$ cat src/rtl/io_map_pkg.sv
// io_map_pkg: shared address map and types for the io_bus_ctrl fabric.
// Holds the region codes from ADDR[15:12] and the timer register offsets
// selected by ADDR[0]. It also holds the timer FSM state type, the blank
// seven-segment pattern and the number of HEX digits.
package io_map_pkg;

    // Region codes decoded from ADDR[15:12]
    localparam logic [3:0] IO_MEM = 4'h0;
    localparam logic [3:0] IO_LED = 4'h1;
    localparam logic [3:0] IO_HEX = 4'h2;
    localparam logic [3:0] IO_SW  = 4'h3;
    localparam logic [3:0] IO_TMR = 4'h4;

    // Timer register offsets, selected by ADDR[0]
    localparam logic TMR_COUNT  = 1'b0;
    localparam logic TMR_STATUS = 1'b1;

    typedef enum logic {
        TMR_IDLE = 1'b0,
        TMR_RUN  = 1'b1
    } tmr_state_e;

    // Active-low segments: all ones means every segment is dark
    localparam logic [6:0] HEX_BLANK = 7'h7F;
    localparam int         HEX_NUM   = 6;

endpackage

$ cat src/rtl/hex7seg.sv
// hex7seg: combinational decoder from a hex nibble to active-low 7-segment
// bits. Bit 6 is segment g and bit 0 is segment a.
//   nib_i  in  4  hex digit
//   seg_o  out 7  active-low segment pattern
module hex7seg (
    input  logic [3:0] nib_i,
    output logic [6:0] seg_o
);
    always_comb begin
        seg_o = 7'h7F;
        case (nib_i)
            4'h0: seg_o = 7'h40;
            4'h1: seg_o = 7'h79;
            4'h2: seg_o = 7'h24;
            4'h3: seg_o = 7'h30;
            4'h4: seg_o = 7'h19;
            4'h5: seg_o = 7'h12;
            4'h6: seg_o = 7'h02;
            4'h7: seg_o = 7'h78;
            4'h8: seg_o = 7'h00;
            4'h9: seg_o = 7'h10;
            4'hA: seg_o = 7'h08;
            4'hB: seg_o = 7'h03;
            4'hC: seg_o = 7'h46;
            4'hD: seg_o = 7'h21;
            4'hE: seg_o = 7'h06;
            4'hF: seg_o = 7'h0E;
            default: seg_o = 7'h7F;
        endcase
    end
endmodule

$ cat src/rtl/io_timer.sv
// io_timer: countdown timer with a prescaler and a two-state FSM (IDLE/RUN).
// It decrements the count once every PRESCALE cycles while in RUN. When the
// count goes from 1 to 0 it raises irq_o and returns to IDLE. A bus write
// on the same edge overrides the tick.
//   clk_i        in  1   clock
//   rst_ni       in  1   asynchronous active-low reset
//   wr_count_i   in  1   COUNT register write strobe
//   wr_status_i  in  1   STATUS register write strobe
//   wdata_i      in  16  write data
//   count_o      out 16  current count
//   run_o        out 1   FSM is in RUN
//   irq_o        out 1   expiry flag
module io_timer
    import io_map_pkg::*;
#(
    parameter int PRESCALE = 50000
) (
    input  logic        clk_i,
    input  logic        rst_ni,
    input  logic        wr_count_i,
    input  logic        wr_status_i,
    input  logic [15:0] wdata_i,
    output logic [15:0] count_o,
    output logic        run_o,
    output logic        irq_o
);
    localparam int          PW         = (PRESCALE > 1) ? $clog2(PRESCALE) : 1;
    localparam logic [PW-1:0] PRESC_LAST = PW'(PRESCALE - 1);

    tmr_state_e    state_q, state_d;
    logic [15:0]   count_q, count_d;
    logic [PW-1:0] presc_q, presc_d;
    logic          irq_q, irq_d;

    always_ff @(posedge clk_i or negedge rst_ni) begin
        if (!rst_ni) begin
            state_q <= TMR_IDLE;
            count_q <= '0;
            presc_q <= '0;
            irq_q   <= 1'b0;
        end else begin
            state_q <= state_d;
            count_q <= count_d;
            presc_q <= presc_d;
            irq_q   <= irq_d;
        end
    end

    always_comb begin
        state_d = state_q;
        count_d = count_q;
        presc_d = presc_q;
        irq_d   = irq_q;

        case (state_q)
            TMR_RUN: begin
                if (presc_q == PRESC_LAST) begin
                    presc_d = '0;
                    count_d = count_q - 16'd1;
                    if (count_q == 16'd1) begin
                        irq_d   = 1'b1;
                        state_d = TMR_IDLE;
                    end
                end else begin
                    presc_d = presc_q + 1'b1;
                end
            end
            default: ;
        endcase

        // Bus writes come last so they win over a tick on the same edge
        if (wr_status_i && wdata_i[0]) begin
            irq_d = 1'b0;
        end
        if (wr_count_i) begin
            count_d = wdata_i;
            presc_d = '0;
            irq_d   = 1'b0;
            state_d = (wdata_i != 16'd0) ? TMR_RUN : TMR_IDLE;
        end
    end

    assign count_o = count_q;
    assign run_o   = (state_q == TMR_RUN);
    assign irq_o   = irq_q;
endmodule

$ cat src/rtl/io_bus_ctrl.sv
// io_bus_ctrl: memory-mapped bus fabric behind the processor. It decodes
// ADDR[15:12], gates memory writes and owns the LED, HEX, switch and timer
// peripherals. Read data comes back on DIN one cycle after the address,
// which matches the synchronous program memory.
// Optional build macro IO_HEX_DECODE_EN: HEX writes take a hex nibble and
// store the decoded segments (DOUT[7] blanks the digit). In that build HEX
// reads return the nibble.
//   Clock, Resetn       in   clock, asynchronous active-low reset
//   ADDR, DOUT, W       in   processor address, write data, write strobe
//   MEM_Q               in   synchronous memory read data
//   SW                  in   raw switches (asynchronous)
//   DIN                 out  read data to processor
//   MEM_WE              out  memory write enable
//   LEDR                out  LED register
//   HEX0..HEX5          out  active-low seven-segment patterns
//   TMR_IRQ             out  timer expired flag
module io_bus_ctrl
    import io_map_pkg::*;
#(
    parameter int PRESCALE = 50000,
    parameter int SW_W     = 10,
    parameter int LED_W    = 10
) (
    input  logic             Clock,
    input  logic             Resetn,
    input  logic [15:0]      ADDR,
    input  logic [15:0]      DOUT,
    input  logic             W,
    input  logic [15:0]      MEM_Q,
    input  logic [SW_W-1:0]  SW,
    output logic [15:0]      DIN,
    output logic             MEM_WE,
    output logic [LED_W-1:0] LEDR,
    output logic [6:0]       HEX0,
    output logic [6:0]       HEX1,
    output logic [6:0]       HEX2,
    output logic [6:0]       HEX3,
    output logic [6:0]       HEX4,
    output logic [6:0]       HEX5,
    output logic             TMR_IRQ
);
    logic [3:0]         region;
    logic               wr_led, wr_hex, wr_count, wr_status;
    logic [HEX_NUM-1:0] hex_we;
    logic [6:0]         hex_wval;
    logic [6:0]         hex_q [HEX_NUM];
    logic [LED_W-1:0]   ledr_q;
    logic [SW_W-1:0]    sw_meta_q, sw_sync_q;
    logic [3:0]         sel_q;
    logic [15:0]        io_q, rd_val;
    logic [15:0]        tmr_count;
    logic               tmr_run, tmr_irq;
    logic               unused_addr;

    assign region      = ADDR[15:12];
    assign unused_addr = ^ADDR[11:3];

    assign MEM_WE    = W && (region == IO_MEM);
    assign wr_led    = W && (region == IO_LED);
    assign wr_hex    = W && (region == IO_HEX);
    assign wr_count  = W && (region == IO_TMR) && (ADDR[0] == TMR_COUNT);
    assign wr_status = W && (region == IO_TMR) && (ADDR[0] == TMR_STATUS);

    always_ff @(posedge Clock or negedge Resetn) begin
        if (!Resetn) begin
            ledr_q <= '0;
        end else if (wr_led) begin
            ledr_q <= DOUT[LED_W-1:0];
        end
    end

    // Two-flop synchronizer for the asynchronous switches
    always_ff @(posedge Clock or negedge Resetn) begin
        if (!Resetn) begin
            sw_meta_q <= '0;
            sw_sync_q <= '0;
        end else begin
            sw_meta_q <= SW;
            sw_sync_q <= sw_meta_q;
        end
    end

`ifdef IO_HEX_DECODE_EN
    logic [6:0] hex_seg;
    logic [3:0] hex_nib_q [HEX_NUM];

    hex7seg u_hex7seg (
        .nib_i (DOUT[3:0]),
        .seg_o (hex_seg)
    );
    assign hex_wval = DOUT[7] ? HEX_BLANK : hex_seg;
`else
    assign hex_wval = DOUT[6:0];
`endif

    for (genvar gi = 0; gi < HEX_NUM; gi++) begin : g_hex
        assign hex_we[gi] = wr_hex && (ADDR[2:0] == 3'(gi));

        always_ff @(posedge Clock or negedge Resetn) begin
            if (!Resetn) begin
                hex_q[gi] <= HEX_BLANK;
            end else if (hex_we[gi]) begin
                hex_q[gi] <= hex_wval;
            end
        end
`ifdef IO_HEX_DECODE_EN
        always_ff @(posedge Clock or negedge Resetn) begin
            if (!Resetn) begin
                hex_nib_q[gi] <= '0;
            end else if (hex_we[gi]) begin
                hex_nib_q[gi] <= DOUT[3:0];
            end
        end
`endif
    end

    io_timer #(
        .PRESCALE (PRESCALE)
    ) u_timer (
        .clk_i       (Clock),
        .rst_ni      (Resetn),
        .wr_count_i  (wr_count),
        .wr_status_i (wr_status),
        .wdata_i     (DOUT),
        .count_o     (tmr_count),
        .run_o       (tmr_run),
        .irq_o       (tmr_irq)
    );

    // Peripheral read value before the edge; it is registered into io_q
    always_comb begin
        rd_val = '0;
        case (region)
            IO_LED: rd_val = 16'(ledr_q);
            IO_HEX: begin
                if (ADDR[2:0] < 3'(HEX_NUM)) begin
`ifdef IO_HEX_DECODE_EN
                    rd_val = 16'(hex_nib_q[ADDR[2:0]]);
`else
                    rd_val = 16'(hex_q[ADDR[2:0]]);
`endif
                end
            end
            IO_SW:  rd_val = 16'(sw_sync_q);
            IO_TMR: rd_val = (ADDR[0] == TMR_STATUS) ? {14'b0, tmr_run, tmr_irq} : tmr_count;
            default: rd_val = '0;
        endcase
    end

    always_ff @(posedge Clock or negedge Resetn) begin
        if (!Resetn) begin
            sel_q <= IO_MEM;
            io_q  <= '0;
        end else begin
            sel_q <= region;
            io_q  <= rd_val;
        end
    end

    assign DIN     = (sel_q == IO_MEM) ? MEM_Q : io_q;
    assign LEDR    = ledr_q;
    assign HEX0    = hex_q[0];
    assign HEX1    = hex_q[1];
    assign HEX2    = hex_q[2];
    assign HEX3    = hex_q[3];
    assign HEX4    = hex_q[4];
    assign HEX5    = hex_q[5];
    assign TMR_IRQ = tmr_irq;
endmodule

$ cat config.mk
export PLATFORM = sky130hd
export DESIGN_NAME = io_bus_ctrl
export DESIGN_NICKNAME = d
export VERILOG_FILES = /design/src/rtl/io_map_pkg.sv /design/src/rtl/hex7seg.sv /design/src/rtl/io_timer.sv /design/src/rtl/io_bus_ctrl.sv
export SDC_FILE = /design/constraint.sdc
export NUM_CORES = 1
export LEC_CHECK = 0
export BUFFER_PORTS_ARGS = -buffer_cell sky130_fd_sc_hd__buf_2
export CELL_PAD_IN_SITES_DETAIL_PLACEMENT = 0
export CELL_PAD_IN_SITES_GLOBAL_PLACEMENT = 1
export CORE_MARGIN = 5
export CORE_UTILIZATION = 43
export DETAILED_ROUTE_END_ITERATION = 6
export PLACE_DENSITY_LB_ADDON = 0.1
export SETUP_SLACK_MARGIN = 0.5
export SLEW_MARGIN = 15
export SYNTH_ARGS = -nofsm -noshare
export SYNTH_HDL_FRONTEND = slang
export SYNTH_HIERARCHICAL = 1
export SYNTH_SLANG_ARGS = --single-unit
$ cat constraint.sdc
create_clock -name Clock -period 2 [get_ports Clock]
set_input_delay 0.3 -clock Clock [delete_from_list [all_inputs] [get_ports Clock]]
set_output_delay 0.3 -clock Clock [all_outputs]
set_load 0.02 [all_outputs]
==> results.txt <==
Status: complete, but fails checks
Failing checks: setup timing
M1 wire length: 7230 µm
Post-Route WL: 17000 µm
Gr usage total: 21.4%
Total gr overflow: 0
Number of synthesized flops with an enable pin: 0
Min Tclk post-route: 2.13 ns
H-tree depth: 4
Post-Syn Nets: 541
Synth cell types: 50
# diodes: 0
Number of global-route vias before repair: 4990
Antenna Nets Post-Route: 0
DRT Pass-1 Iters: 4
Worst IR Drop VDD: 0.000623 V
Synth area leader: dfrtp_1
WL/cell: 19.8 µm
Slowest-stage cell, CP: dfrtp_1
Die Wd: 127 µm
Netlist Area Pre-Place: 5920 µm²
Slowest stage delay, CP: 0.39 ns
# nets final: 733
Hold crit path type: in2reg
Cells after DPL: 788
Slew Viols, Final: 0
Max Clk Rate: 0.468 GHz
Non-filler cells in the finished layout: 858
DR DRC count: 0
Vias/cell: 5.48
DR WL met3: 1090 µm
TritonCTS clock tree: done
Worst EP required: 1.70 ns
Final clock skew: 0.0110 ns
Reg clk slew, reported paths: 0.05 ns
Std cell rows: 42
Hold Fails Final Rpt: 0
Fin Setup TNS: -2.01 ns
Final setup vio count: 16
Worst path buffer plus inverter count: 3
CTS Sinks: 126
Arr. time, crit path: 1.83 ns
Post-synthesis sequential area ratio: 54.1%
Syn_area_per_cell: 12.4 µm²
Slew at the pin with the worst max-slew slack: 0.817 ns
Largest delay share family, worst path: buffers and inverters
Met2 wire length: 8490 µm
GP Congestion: 0.838
Setup ws final: -0.135 ns
Core area: 13300 µm²
Initial antenna violation count: 0
CTS Buffer Depth: 2
Clock root cell: clkbuf_16
Crit end category: output pin
Post-route cell area: 8590 µm²
Power Density: 906 nW/µm²
Maxcap violations: 0
Main flop type after synthesis: dfrtp_1
Critical Path Most Common Cell: buf_6
Largest net degree at the start of global routing: 47
CP max FO: 6
First-pass GRT wire length: 26900 µm
Share of cells above drive strength 1: 59.1%
Area delta synth->final: 45.0%
CTS buffer count: 17
Synth area leaders: dfrtp_1 (35%), dfstp_2 (19%), mux2_2 (14%)
Crit-path cells: nor4_4 -> buf_6 -> buf_8 -> mux2_4 -> buf_6
Initial Util: 44.4%
I/O Buffers: 121
Synth warn: 6
Pleak: 3.81 nW
Syn Inst Count: 477
Clock Latency Late Sink: 0.43 ns
Startpoint Class: flip-flop
Hpwl dp: 11500 µm
Die area: 16200 µm²
Vias: 4698
RSZ-0062 raised after global routing: true
Die H: 127 µm
IO Pins: 131
DP Area: 7160 µm²
Share of the synthesized area in the top cell type: 35.5%
Highest Signal Layer: met4
Slew margin rel.: 45.0%
WS Path Type: reg2out
Async set or reset register ratio after synthesis: 100%
First-iteration detailed-routing DRC count: 274
Crit share post-route: 107%
Flops & latches, synth: 126
cell usage in the layout, fill, tap and decap left out, types with 4 or more instances in the layout:
cell	n
or3_1	9
xnor2_1	10
a31oi_1	15
mux2_2	52
mux4_2	7
buf_4	39
nor2_4	11
buf_12	4
buf_8	4
dfstp_2	42
o31ai_1	4
a32oi_1	4
inv_1	7
buf_2	104
clkinvlp_4	5
dfrtp_2	8
a22oi_1	15
nor2_1	23
o21ai_0	7
dfrtp_1	76
mux2_4	24
nand2_1	18
nand4_1	7
nor4_1	8
nand3_1	14
nor3_1	6
o211ai_1	9
buf_6	29
and3_1	7
dlygate4sd3_1	11
or4_1	6
clkbuf_16	21
power by group:
group	switching (W)	internal [W]
sequential	0.000258	0.00288
clock	0.00117	0.00200
combinational	0.000781	0.000693
flip-flops by register name, indices dropped and copies added, names as in the netlist, 10 cells and up:
name             cells
LEDR                10
io_q                16
sw_meta_q           10
sw_sync_q           10
u_timer/count_o     16
u_timer/presc_q     16
synth_stat cells (all sizes together), types with 7 or more instances:
cell / n
o21ai: 12
nand2: 20
inv: 10
a22oi: 15
nor4: 13
nor2: 35
mux2: 76
mux4: 7
nand4: 11
clkbuf: 13
dfrtp: 84
or3: 11
nand3: 16
a31oi: 15
buf: 8
nor3: 9
o211ai: 10
xnor2: 11
and3: 8
or4: 9
dfstp: 42
worst paths after layout:
check,end,cells after the start,startpoint,slack (ns)
max in group asynchronous,u_timer/presc_q[5],3,Resetn,1.02
worst min register to register,sw_sync_q[6],0,sw_meta_q[6],0.35
worst min-delay path,sel_q[1],1,ADDR[13],0.09
worst max-delay path,DIN[13],5,sel_q[2],-0.13
worst max register to register,u_timer/count_o[10],5,u_timer/presc_q[5],0.09
min in group asynchronous,io_q[6],2,Resetn,0.31
logic make-up after synthesis:
family / after synthesis / synth area share (%)
AOI/OAI and AO/OA: 67 / 7.90
buffers and inverters: 31 / 2.20
DFF: 126 / 54.1
adders and majority gates: 3 / 0.634
xor gates and xnor gates: 13 / 1.92
and+or+nand+nor: 153 / 15.9
muxes: 84 / 17.3
area by class of cell:
cell class	instances	area [µm²]
clock buffers	22	528
clock inverters	10	98.8
fillers	1061	4760
inverters	10	40.0
multi-input cells	321	3040
flip-flops and latches	126	3220
well taps	176	220
repair buffers	193	1440
metal layers:
layer | global-route usage [%] | up-vias
li1 | - | 2200
met1 | 27.1 | 2361
met2 | 35.2 | 125
met3 | 6.68 | 12
met4 | 6.56 | 0
met5 | 0 | -
worst reg2reg max path: stages (launching register included):
cell	delay (ns)
dfrtp_2	0.43
nor4b_4	0.37
nand4_1	0.15
buf_6	0.17
or4_1	0.46
a31oi_1	0.22
stage by stage:
stage | total power (W) | worst slack [ns] | utilization, % | hold slack, ns
after floorplan | 0.00382 | 0.259 | - | 0.00441
after global placement | 0.00436 | 0.0579 | 53.6 | 0.216
after detailed placement | 0.00439 | 0.0687 | 53.6 | 0.213
after CTS | 0.00774 | -0.165 | 62.4 | 0.0724
after global routing | 0.00810 | -0.205 | 64.4 | 0.0699
final | 0.00778 | -0.135 | 64.4 | 0.0884
what timing repair did:
| action | in CTS | in global routing |
|---|---|---|
| pin swaps | 14 | 26 |
| endpoints found under the hold margin | 29 | 0 |
| hold buffers | 11 | 0 |
| cloned | 2 | 2 |
| endpoints found under the setup margin | 35 | 50 |
| resized for setup | 78 | 39 |
| buffers inserted | 15 | 8 |
Power figures use the tool's default switching activity.
